$ cat config.mk
export PLATFORM = sky130hd
export DESIGN_NAME = arb_chan_fifo
export DESIGN_NICKNAME = d
export VERILOG_FILES = /design/src/rtl/arb_chan_fifo.sv
export SDC_FILE = /design/constraint.sdc
export NUM_CORES = 1
export LEC_CHECK = 0
export CAP_MARGIN = 20
export CORE_ASPECT_RATIO = 0.6
export CORE_UTILIZATION = 55
export DETAILED_ROUTE_END_ITERATION = 7
export DONT_BUFFER_PORTS = 1
export PLACE_DENSITY = 0.71
export SLEW_MARGIN = 30
export SYNTH_ARGS = -nofsm -noshare
export SYNTH_HDL_FRONTEND = slang
export SYNTH_SLANG_ARGS = --single-unit
$ cat constraint.sdc
create_clock -name CLK -period 7.4 [get_ports CLK]
set_input_delay 1.48 -clock CLK [delete_from_list [all_inputs] [get_ports CLK]]
set_output_delay 1.48 -clock CLK [all_outputs]
set_load 0.03 [all_outputs]
$ cat src/rtl/arb_chan_fifo.sv
// Per-channel first-word-fall-through buffer feeding one rrp_arbiter port.
// It holds source words, presents the head word with WRITE_REQ, raises HOLD_REQ
// above a fill threshold, pops on READ_GRANT and counts writes dropped while full.
module arb_chan_fifo #(
  parameter int unsigned ADDR_SIZE      = 4,
  parameter int unsigned HOLD_THRESHOLD = 12
) (
  input  logic                 CLK,
  input  logic                 RST_N,
  input  logic                 IN_WRITE,
  input  logic [31:0]          IN_DATA,
  output logic                 IN_FULL,
  input  logic                 CLR_LOST,
  output logic [7:0]           LOST_COUNT,
  output logic [ADDR_SIZE:0]   FIFO_LEVEL,
  output logic                 WRITE_REQ,
  output logic                 HOLD_REQ,
  output logic [31:0]          DATA_OUT,
  input  logic                 READ_GRANT
);

  localparam int unsigned DW    = 32;
  localparam int unsigned LW    = ADDR_SIZE + 1;
  localparam int unsigned DEPTH = 32'(1) << ADDR_SIZE;
  localparam int unsigned CW    = 8;

  logic [DW-1:0]        mem [DEPTH];
  logic [ADDR_SIZE-1:0] wr_ptr;
  logic [ADDR_SIZE-1:0] rd_ptr;
  logic [LW-1:0]        level_next;
  logic                 push;
  logic                 pop;
  logic                 drop;

  // A write while full is dropped even if a pop frees a slot this same cycle.
  assign push = IN_WRITE & ~IN_FULL;
  assign drop = IN_WRITE & IN_FULL;
  assign pop  = READ_GRANT & WRITE_REQ;

  // Next fill level; simultaneous push and pop leave it unchanged.
  always_comb begin
    level_next = FIFO_LEVEL;
    if (push && !pop) begin
      level_next = FIFO_LEVEL + LW'(1);
    end else if (pop && !push) begin
      level_next = FIFO_LEVEL - LW'(1);
    end
  end

  // Storage array; not reset so contents survive RST_N.
  always_ff @(posedge CLK) begin
    if (push) begin
      mem[wr_ptr] <= IN_DATA;
    end
  end

  // Pointers, level and flags, all flags derived from the next level.
  always_ff @(posedge CLK or negedge RST_N) begin
    if (!RST_N) begin
      wr_ptr     <= '0;
      rd_ptr     <= '0;
      FIFO_LEVEL <= '0;
      IN_FULL    <= 1'b0;
      WRITE_REQ  <= 1'b0;
      HOLD_REQ   <= 1'b0;
    end else begin
      if (push) begin
        wr_ptr <= wr_ptr + ADDR_SIZE'(1);
      end
      if (pop) begin
        rd_ptr <= rd_ptr + ADDR_SIZE'(1);
      end
      FIFO_LEVEL <= level_next;
      IN_FULL    <= (level_next == LW'(DEPTH));
      WRITE_REQ  <= (level_next != '0);
      HOLD_REQ   <= (32'(level_next) >= HOLD_THRESHOLD);
    end
  end

  // Saturating drop counter; a clear takes priority over a simultaneous drop.
  always_ff @(posedge CLK or negedge RST_N) begin
    if (!RST_N) begin
      LOST_COUNT <= '0;
    end else if (CLR_LOST) begin
      LOST_COUNT <= '0;
    end else if (drop && (LOST_COUNT != {CW{1'b1}})) begin
      LOST_COUNT <= LOST_COUNT + CW'(1);
    end
  end

  // Head word: rd_ptr and the slot it addresses only change at the clock edge,
  // so this stays stable for the whole cycle the arbiter samples it.
  assign DATA_OUT = WRITE_REQ ? mem[rd_ptr] : '0;

endmodule
-- Yosys cells after proc, flatten, opt, wreduce, memory -nomap -nowiden
Memory sizes are Yosys's and may differ from the RTL's.
Index checks and enable logic that the tools add are counted.
- bits in writable memories: 512
- bits of input ports: 37
- output and inout port bits: 48
- memories kept: 1
- bits in registers: 24
- logic and storage cells: 34
- add/sub/neg operators: 5
- magnitude comparators: 1
- reductions and logical operators: 7
- mux-type cells: 7
- bitwise operators: 4
- equality and inequality tests: 2
- memories (memory ; depth ; width ; rd ports ; clocked after Yosys merged registers in ; wr ports ; RTL line ; source):
    mem ; 16 ; 32 ; 1 ; 0 ; 1 ; 27 ; logic [DW-1:0] mem [DEPTH];
- operators by type and width (cell ; number):
    2-to-1 mux 32 bit ; 1
    2-to-1 mux 8 bit ; 2
    2-to-1 mux 5 bit ; 2
    adder 4 x 1 -> 4 bit (second input constant) ; 2
    adder 8 x 1 -> 8 bit (second input constant) ; 1
    != test 8 bit (second input constant) ; 1
    adder 5 x 1 -> 5 bit (second input constant) ; 1
    equality test 5 bit (second input constant) ; 1
    >= comparator 5 x 4 -> 1 bit (second input constant) ; 1
    nonzero test 5 bit ; 1
    subtractor 5 x 1 -> 5 bit (second input constant) ; 1
    AND 1 bit ; 3
    logical AND 1 bit ; 3
    zero test 1 bit ; 2
    2-to-1 mux 1 bit ; 2
    nonzero test 2 bit ; 1
    NOT 1 bit ; 1

-- Longest topological paths before layout
Gate-level depths: netlist (run 1).
- depth in word-level cells: 7
- depth in mapped cells: 8
- depth with buffers taken out: 7

-- Worst setup path before layout (run 1)
Ideal clock, no wire load.
- kind: in2reg
- start: in IN_WRITE
- end: mem mem[3][0], enable pin
- data arrival time: 4131 ps
- path slack: 2808 ps
- data required time: 6939 ps
- path buffers: 1
- library setup time: 461 ps
- cell stages on the path: 4
- cells stage by stage: and2b_1 > buf_4 > nand2_1 > nor3_1
- longest elaborated chain between the ends: 3
- ends and longest elaborated chain (item ; RTL line ; source):
    from (decl) ; 10 ; input logic IN_WRITE,
    AND 1 bit ; 36 ; assign push = IN_WRITE & ~IN_FULL;
    2-to-1 mux 1 bit ; 52 ; if (push) begin
    2-to-1 mux 1 bit (not written as such) ; 53 ; mem[wr_ptr] <= IN_DATA;
    to (decl) ; 27 ;
No other way between the ends.

-- Worst setup path in the final report (run 1)
- start: reg rd_ptr[0]
- end: out DATA_OUT[23]
- longest elaborated chain between the ends: 2
- ends and longest elaborated chain (item ; RTL line ; source):
    from (decl) ; 29 ; logic [ADDR_SIZE-1:0] rd_ptr;
    from (signal assigned) ; 71 ; rd_ptr <= rd_ptr + ADDR_SIZE'(1);
    memory (16 x 32 bit) ; - ;
    2-to-1 mux 32 bit ; 93 ; assign DATA_OUT = WRITE_REQ ? mem[rd_ptr] : '0;
    to (decl) ; 18 ; output logic [31:0] DATA_OUT,
No other way between the ends.

==> flow_summary.toml, run 1 <==
[outcome]
status = "complete, no violations"

[routing]
viasPerCell = 6.328
drtAntennaViolNets = 0
drt_iter0_markers = 1304
drc_errors = 0
firstDrtPassIters = 5
drt_wl_total_um = 44260
via_count = 9910
wl_per_cell_um = 28.26

[setup_path]
cp_slowest_stage_delay_ns = 0.77
cp.required_ns = 5.92
cp_slowest_cell = "dfrtp_4"
arrival_ns = 3.80
worst-path-max-fanout = 45
cp_cell_sequence = "buf_4 -> nand2_1 -> o22ai_1 -> nor2_1 -> a22oi_1 -> o21ai_0"
r2r_start = "IN_FULL$_DFF_PN0_"
critical-path-top-delay-family = "compound AO/OA/AOI/OAI gates"
cp-end-kind = "primary output"
rrSetupSlack_ns = 4.24
crit_buf_inv = 1
rr_endpoint = "mem[1][20]$_DFFE_PP_"
r2r_cells = 4
startpoint_type = "register"
criticalPathCategory = "reg -> out"

[sta]
min_period_over_period_pct = 71.36
period_minus_slack_ns = 5.281
finalSetupViolCount = 0
whs_ns = 0.5423
worstMarginPinSlew_ns = 0.9868
rsz0062_at_grt = "false"
finalWorstSetupSlack_ns = 2.119
slew_violations = 0
skew_ns = 0.01085
fmax_ghz = 0.1894
finalHoldViolCount = 0
slew-limit-headroom_pct = 33.52
fin_tns_setup_ns = 0

[floorplan]
dieHeight_um = 152.5
fp.dieArea_um2 = 38540
die_w_um = 252.8
core_um2 = 36760
core.rowCount = 54
io_pins = 85
initial_core_util_pct = 56.46

[clock_tree]
clk_latency_ns = 0.55
clockRootBuffer = "clkbuf_16"
cts_tree = "done"
cts_resized = 0
h-tree-depth = 2
cts_buffer_depth = 3
hold_buffers = 0
numCtsBuffers = 47
clock-sinks = 536
post_cts_buffers = 0
clk_pin_slew_ns = 0.06

[synth]
ys_seq_area_share_pct = 76.99
synth_top_family_by_area = "multiplexers"
synth-xor-area-share_pct = 0.6753
synth-adder-area-share_pct = 0.4824
muxShareOfSynthArea_pct = 15.27
synth-edff-count = 512
synth.distinct_cells = 40
synth-seq-cells = 536
synth_nets = 1048
yosysWarnings = 0
avgSynthCellArea_um2 = 20.69
netlist_area_um2 = 20750
async_flop_share_pct = 4.478
synth-simple-area-share_pct = 2.110
syn_inst = 1003
synth_ff_type = "edfxtp_1"
synth_compound_area_share_pct = 3.256

[placed_design]
dp_cells = 1482
gp_congestion = 0.7766
hpwl_um = 23650
port_buffers = 0
place_ws_ns = 2.655

[power]
power_density_nw_per_um2 = 397.5
peakVddDrop_uv = 270.5
power.leakage_nw = 7.268

[global_routing]
grt_pass1_wl_um = 66120
grt_max_degree = 78
antenna_found_initial = 0
grt_pass1_vias = 9983
track_usage_pct = 23.63
grt_remaining_overflow = 0

[finish]
syn_to_final_growth_pct = 10.58
n_antenna_cell = 0
layout.cells.non_filler = 1566
mostFrequentLayoutCells = "edfxtp_1, mux4_2, mux2i_1"
nets = 1072
drive_gt1_share_pct = 23.35
layout_commonest_cell = "edfxtp_1"

[min_path]
worstHoldStart = "rd_ptr[3]$_DFFE_PN0P_"
hold_end = "rd_ptr[3]$_DFFE_PN0P_"
min_path_type = "reg -> reg"
hold_depth = 1

[job]
maxCapViolCount = 0
## logic make-up (layout without fill, tap and decap cells)
family / after synthesis / count (layout)
flip-flops: 536 / 536
multiplexers: 184 / 184
AO/OA/AOI/OAI: 105 / 105
AND/OR/NAND/NOR: 97 / 97
buffers and inverters: 57 / 116
XOR/XNOR: 16 / 16
adder cells (fa/ha/maj): 8 / 8
## registers in the layout (all words and copies together) (netlist names)
register / flops
mem: 512
FIFO_LEVEL: 5
wr_ptr: 4
rd_ptr: 4
IN_FULL: 1
HOLD_REQ: 1
LOST_COUNT: 8
WRITE_REQ: 1
## synth_stat cells, types with 16 or more instances
cell type | number | area [µm²]
mux2i_1 | 51 | 510.5
nor2_1 | 38 | 142.6
nand2_1 | 26 | 97.59
o22ai_1 | 26 | 162.7
dfrtp_1 | 24 | 600.6
clkbuf_1 | 16 | 60.06
mux2_2 | 30 | 337.8
edfxtp_1 | 512 | 15370
mux4_2 | 103 | 2320
a21oi_1 | 20 | 100.1
buf_2 | 26 | 130.1
o21ai_0 | 22 | 110.1
## report_power, final
group          internal [W]  leakage, nW  switching (W)
Sequential          0.00366         4.92       0.000293
Clock               0.00131        0.700        0.00105
Combinational       0.00103         1.64        0.00178
Total               0.00600         7.27        0.00312
## worst max-delay path by stage
stage                     startpoint                  end  slack [ns]  depth (start not counted)
2_1_floorplan               IN_WRITE  mem[3][0]$_DFFE_PP_        2.81                          4
5_1_grt        rd_ptr[0]$_DFFE_PN0P_         DATA_OUT[23]        1.79                          6
3_5_place_dp   rd_ptr[0]$_DFFE_PN0P_         DATA_OUT[14]        2.66                          6
3_3_place_gp   rd_ptr[0]$_DFFE_PN0P_         DATA_OUT[27]        2.67                          6
4_1_cts        rd_ptr[0]$_DFFE_PN0P_         DATA_OUT[23]        2.07                          6
6_report       rd_ptr[0]$_DFFE_PN0P_         DATA_OUT[23]        2.12                          6
## routing by layer
| metal | track usage, % | wire [µm] | vias up |
|---|---|---|---|
| met5 | 0 | 0 | - |
| met4 | 4.935 | 681 | 0 |
| met3 | 4.851 | 3874 | 55 |
| met2 | 34.90 | 20040 | 420 |
| met1 | 36.88 | 19660 | 5241 |
| li1 | - | - | 4194 |
## metrics by stage
stage	util (%)	total power [W]	instance area [µm²]
finish	62.43	0.009121	22950
global route	62.43	0.009474	22950
CTS	62.40	0.009180	22940
detailed placement	58.46	0.006837	21490
global placement	58.42	0.006784	21470
floorplan	-	0.006064	20750
## cell type report
type | count | area, µm²
flip-flops and latches | 536 | 15980
fillers | 2557 | 13810
multi-input cells | 410 | 4653
clock buffers | 60 | 1225
well taps | 504 | 630.6
clock inverters | 24 | 225.2
repair buffers | 25 | 200.2
inverters | 7 | 27.53
Power figures use the tool's default switching activity.
==> run 2: changes to the inputs <==
--- a/config.mk
+++ b/config.mk
@@ -10,7 +10,7 @@
 export CORE_UTILIZATION = 55
 export DETAILED_ROUTE_END_ITERATION = 7
 export DONT_BUFFER_PORTS = 1
-export PLACE_DENSITY = 0.71
+export PLACE_DENSITY = 0.74
 export SLEW_MARGIN = 30
 export SYNTH_ARGS = -nofsm -noshare
 export SYNTH_HDL_FRONTEND = slang
==> constraint.sdc (replaced) <==
create_clock -name CLK -period 4.3 [get_ports CLK]
set_input_delay 0.86 -clock CLK [delete_from_list [all_inputs] [get_ports CLK]]
set_output_delay 0.86 -clock CLK [all_outputs]
set_load 0.03 [all_outputs]
==> run 2 against run 1 <==
Net effect:
- non-clock buffer count grew 46
- flip-flop and latch count is the same
- clock-buffer cell count shrank 4
- die area is the same
- worst setup slack lost 1.8 ns
- final cell count grew 2.9%
- combinational power grew 95%
- total power grew 79%
- largest cell class unchanged
==> flow_summary.toml, run 2 (synthesized netlist as in run 1, its figures left out) <==
[outcome]
status = "complete, no violations"

[routing]
drt_iter0_markers = 1102
firstDrtPassIters = 5
drt_wl_total_um = 45710
wl_per_cell_um = 28.37
via_count = 10220
drc_errors = 0
drtAntennaViolNets = 0
viasPerCell = 6.344

[sta]
finalHoldViolCount = 0
fmax_ghz = 0.2536
slew-limit-headroom_pct = 37.60
slew_violations = 0
finalSetupViolCount = 0
period_minus_slack_ns = 3.943
min_period_over_period_pct = 91.70
worstMarginPinSlew_ns = 0.9341
skew_ns = 0.02051
fin_tns_setup_ns = 0
rsz0062_at_grt = "false"

[clock_tree]
clk_pin_slew_ns = 0.07
clk_latency_ns = 0.57
post_cts_buffers = 0
numCtsBuffers = 46
h-tree-depth = 2
cts_tree = "done"
clockRootBuffer = "clkbuf_16"
cts_buffer_depth = 3
clock-sinks = 536

[finish]
layout.cells.non_filler = 1611
regMostFlops = "mem"
n_antenna_cell = 0
layout_commonest_cell = "edfxtp_1"
largest_reg_flops = 512
mostFrequentLayoutCells = "edfxtp_1, mux4_2, buf_4"
nets = 1117
syn_to_final_growth_pct = 12.54
drive_gt1_share_pct = 26.74
largestRegisters = "mem: 512 flops, LOST_COUNT: 8 flops, FIFO_LEVEL: 5 flops"

[floorplan]
dieHeight_um = 152.5
io_pins = 85
initial_core_util_pct = 56.46
core_um2 = 36760
core.rowCount = 54
fp.dieArea_um2 = 38540
die_w_um = 252.8

[job]
maxCapViolCount = 0

[setup_path]
cp.required_ns = 3.44
arrival_ns = 3.08
startpoint_type = "register"
worst-path-max-fanout = 29
r2r_cells = 4
cp-end-kind = "primary output"
r2r_start = "IN_FULL$_DFF_PN0_"
startpoint = "rd_ptr[0]$_DFFE_PN0P_"
criticalPathCategory = "reg -> out"

[power]
power.leakage_nw = 7.522
p_total_w = 0.01631
power_density_nw_per_um2 = 698.4
peakVddDrop_uv = 404.0

[min_path]
min_path_type = "in -> async"

[global_routing]
antenna_found_initial = 0
grt_max_degree = 52
track_usage_pct = 24.45
grt_remaining_overflow = 0
grt_pass1_vias = 10400
grt_pass1_wl_um = 67990

[placed_design]
dp_cells = 1527
hpwl_um = 25120
port_buffers = 0
gp_congestion = 0.7553
[run 2: changes by cell type in the layout (fill, tap and decap cells not counted), sizes merged]
cell | before | now
clkinvlp | 3 | 2
buf | 25 | 71
clkbuf | 60 | 56
inv | 7 | 8
clkinv | 17 | 20
[run 2: cell type report]
type / instances / area, µm²
Multi-Input combinational cell: 410 / 4632
Timing Repair Buffer: 71 / 633.1
Inverter: 7 / 26.28
Clock buffer: 56 / 1210
Clock inverter: 27 / 237.7
Tap cell: 504 / 630.6
Fill cell: 2475 / 13400
Sequential cell: 536 / 15980
[run 2: routing by layer]
layer	routed length [µm]	vias up	global-route usage, %
li1	-	4284	-
met1	19970	5418	37.24
met2	21100	446	36.54
met3	3839	72	5.654
met4	804	0	5.310
met5	0	-	0
[run 2: final timing paths]
kind                       slack, ns                         to
min in group CLK                0.36  LOST_COUNT[1]$_DFFE_PN0P_
setup reg to reg                1.44        mem[8][6]$_DFFE_PP_
hold reg to reg                 0.58      rd_ptr[3]$_DFFE_PN0P_
hold / removal                  0.12          IN_FULL$_DFF_PN0_
max in group asynchronous       4.02      rd_ptr[0]$_DFFE_PN0P_
setup / recovery                0.36               DATA_OUT[17]
[run 2: critical path, cell delays in order (launching register included)]
cell and delay [ns]:
dfrtp_4 0.81, nor2b_1 0.82, nand2_1 0.21, a311oi_1 0.32, a21oi_1 0.14, buf_4 0.20
[run 2: what timing repair did]
item / 4_1_cts / 5_1_grt
resized for setup: 0 / 0
hold buffers: 1 / 0
endpoints found under the hold margin: 24 / 0
[run 2: through the flow]
step           worst slack (ns)  hold WS, ns  cell area, µm²  utilization, %
3_3_place_gp              1.022       0.5239           21890           59.55
2_1_floorplan            0.3285       0.4939           20750               -
4_1_cts                  0.3689      0.09647           23350           63.54
3_5_place_dp             0.9683       0.5481           21890           59.55
5_1_grt                  0.2330       0.1072           23350           63.54
6_report                 0.3569       0.1166           23350           63.54
[run 2: report_power, final]
part	leakage (nW)	internal, W	switching [W]
sequential	4.92	0.00630	0.000441
combinational	1.89	0.00225	0.00324
clock	0.711	0.00225	0.00183
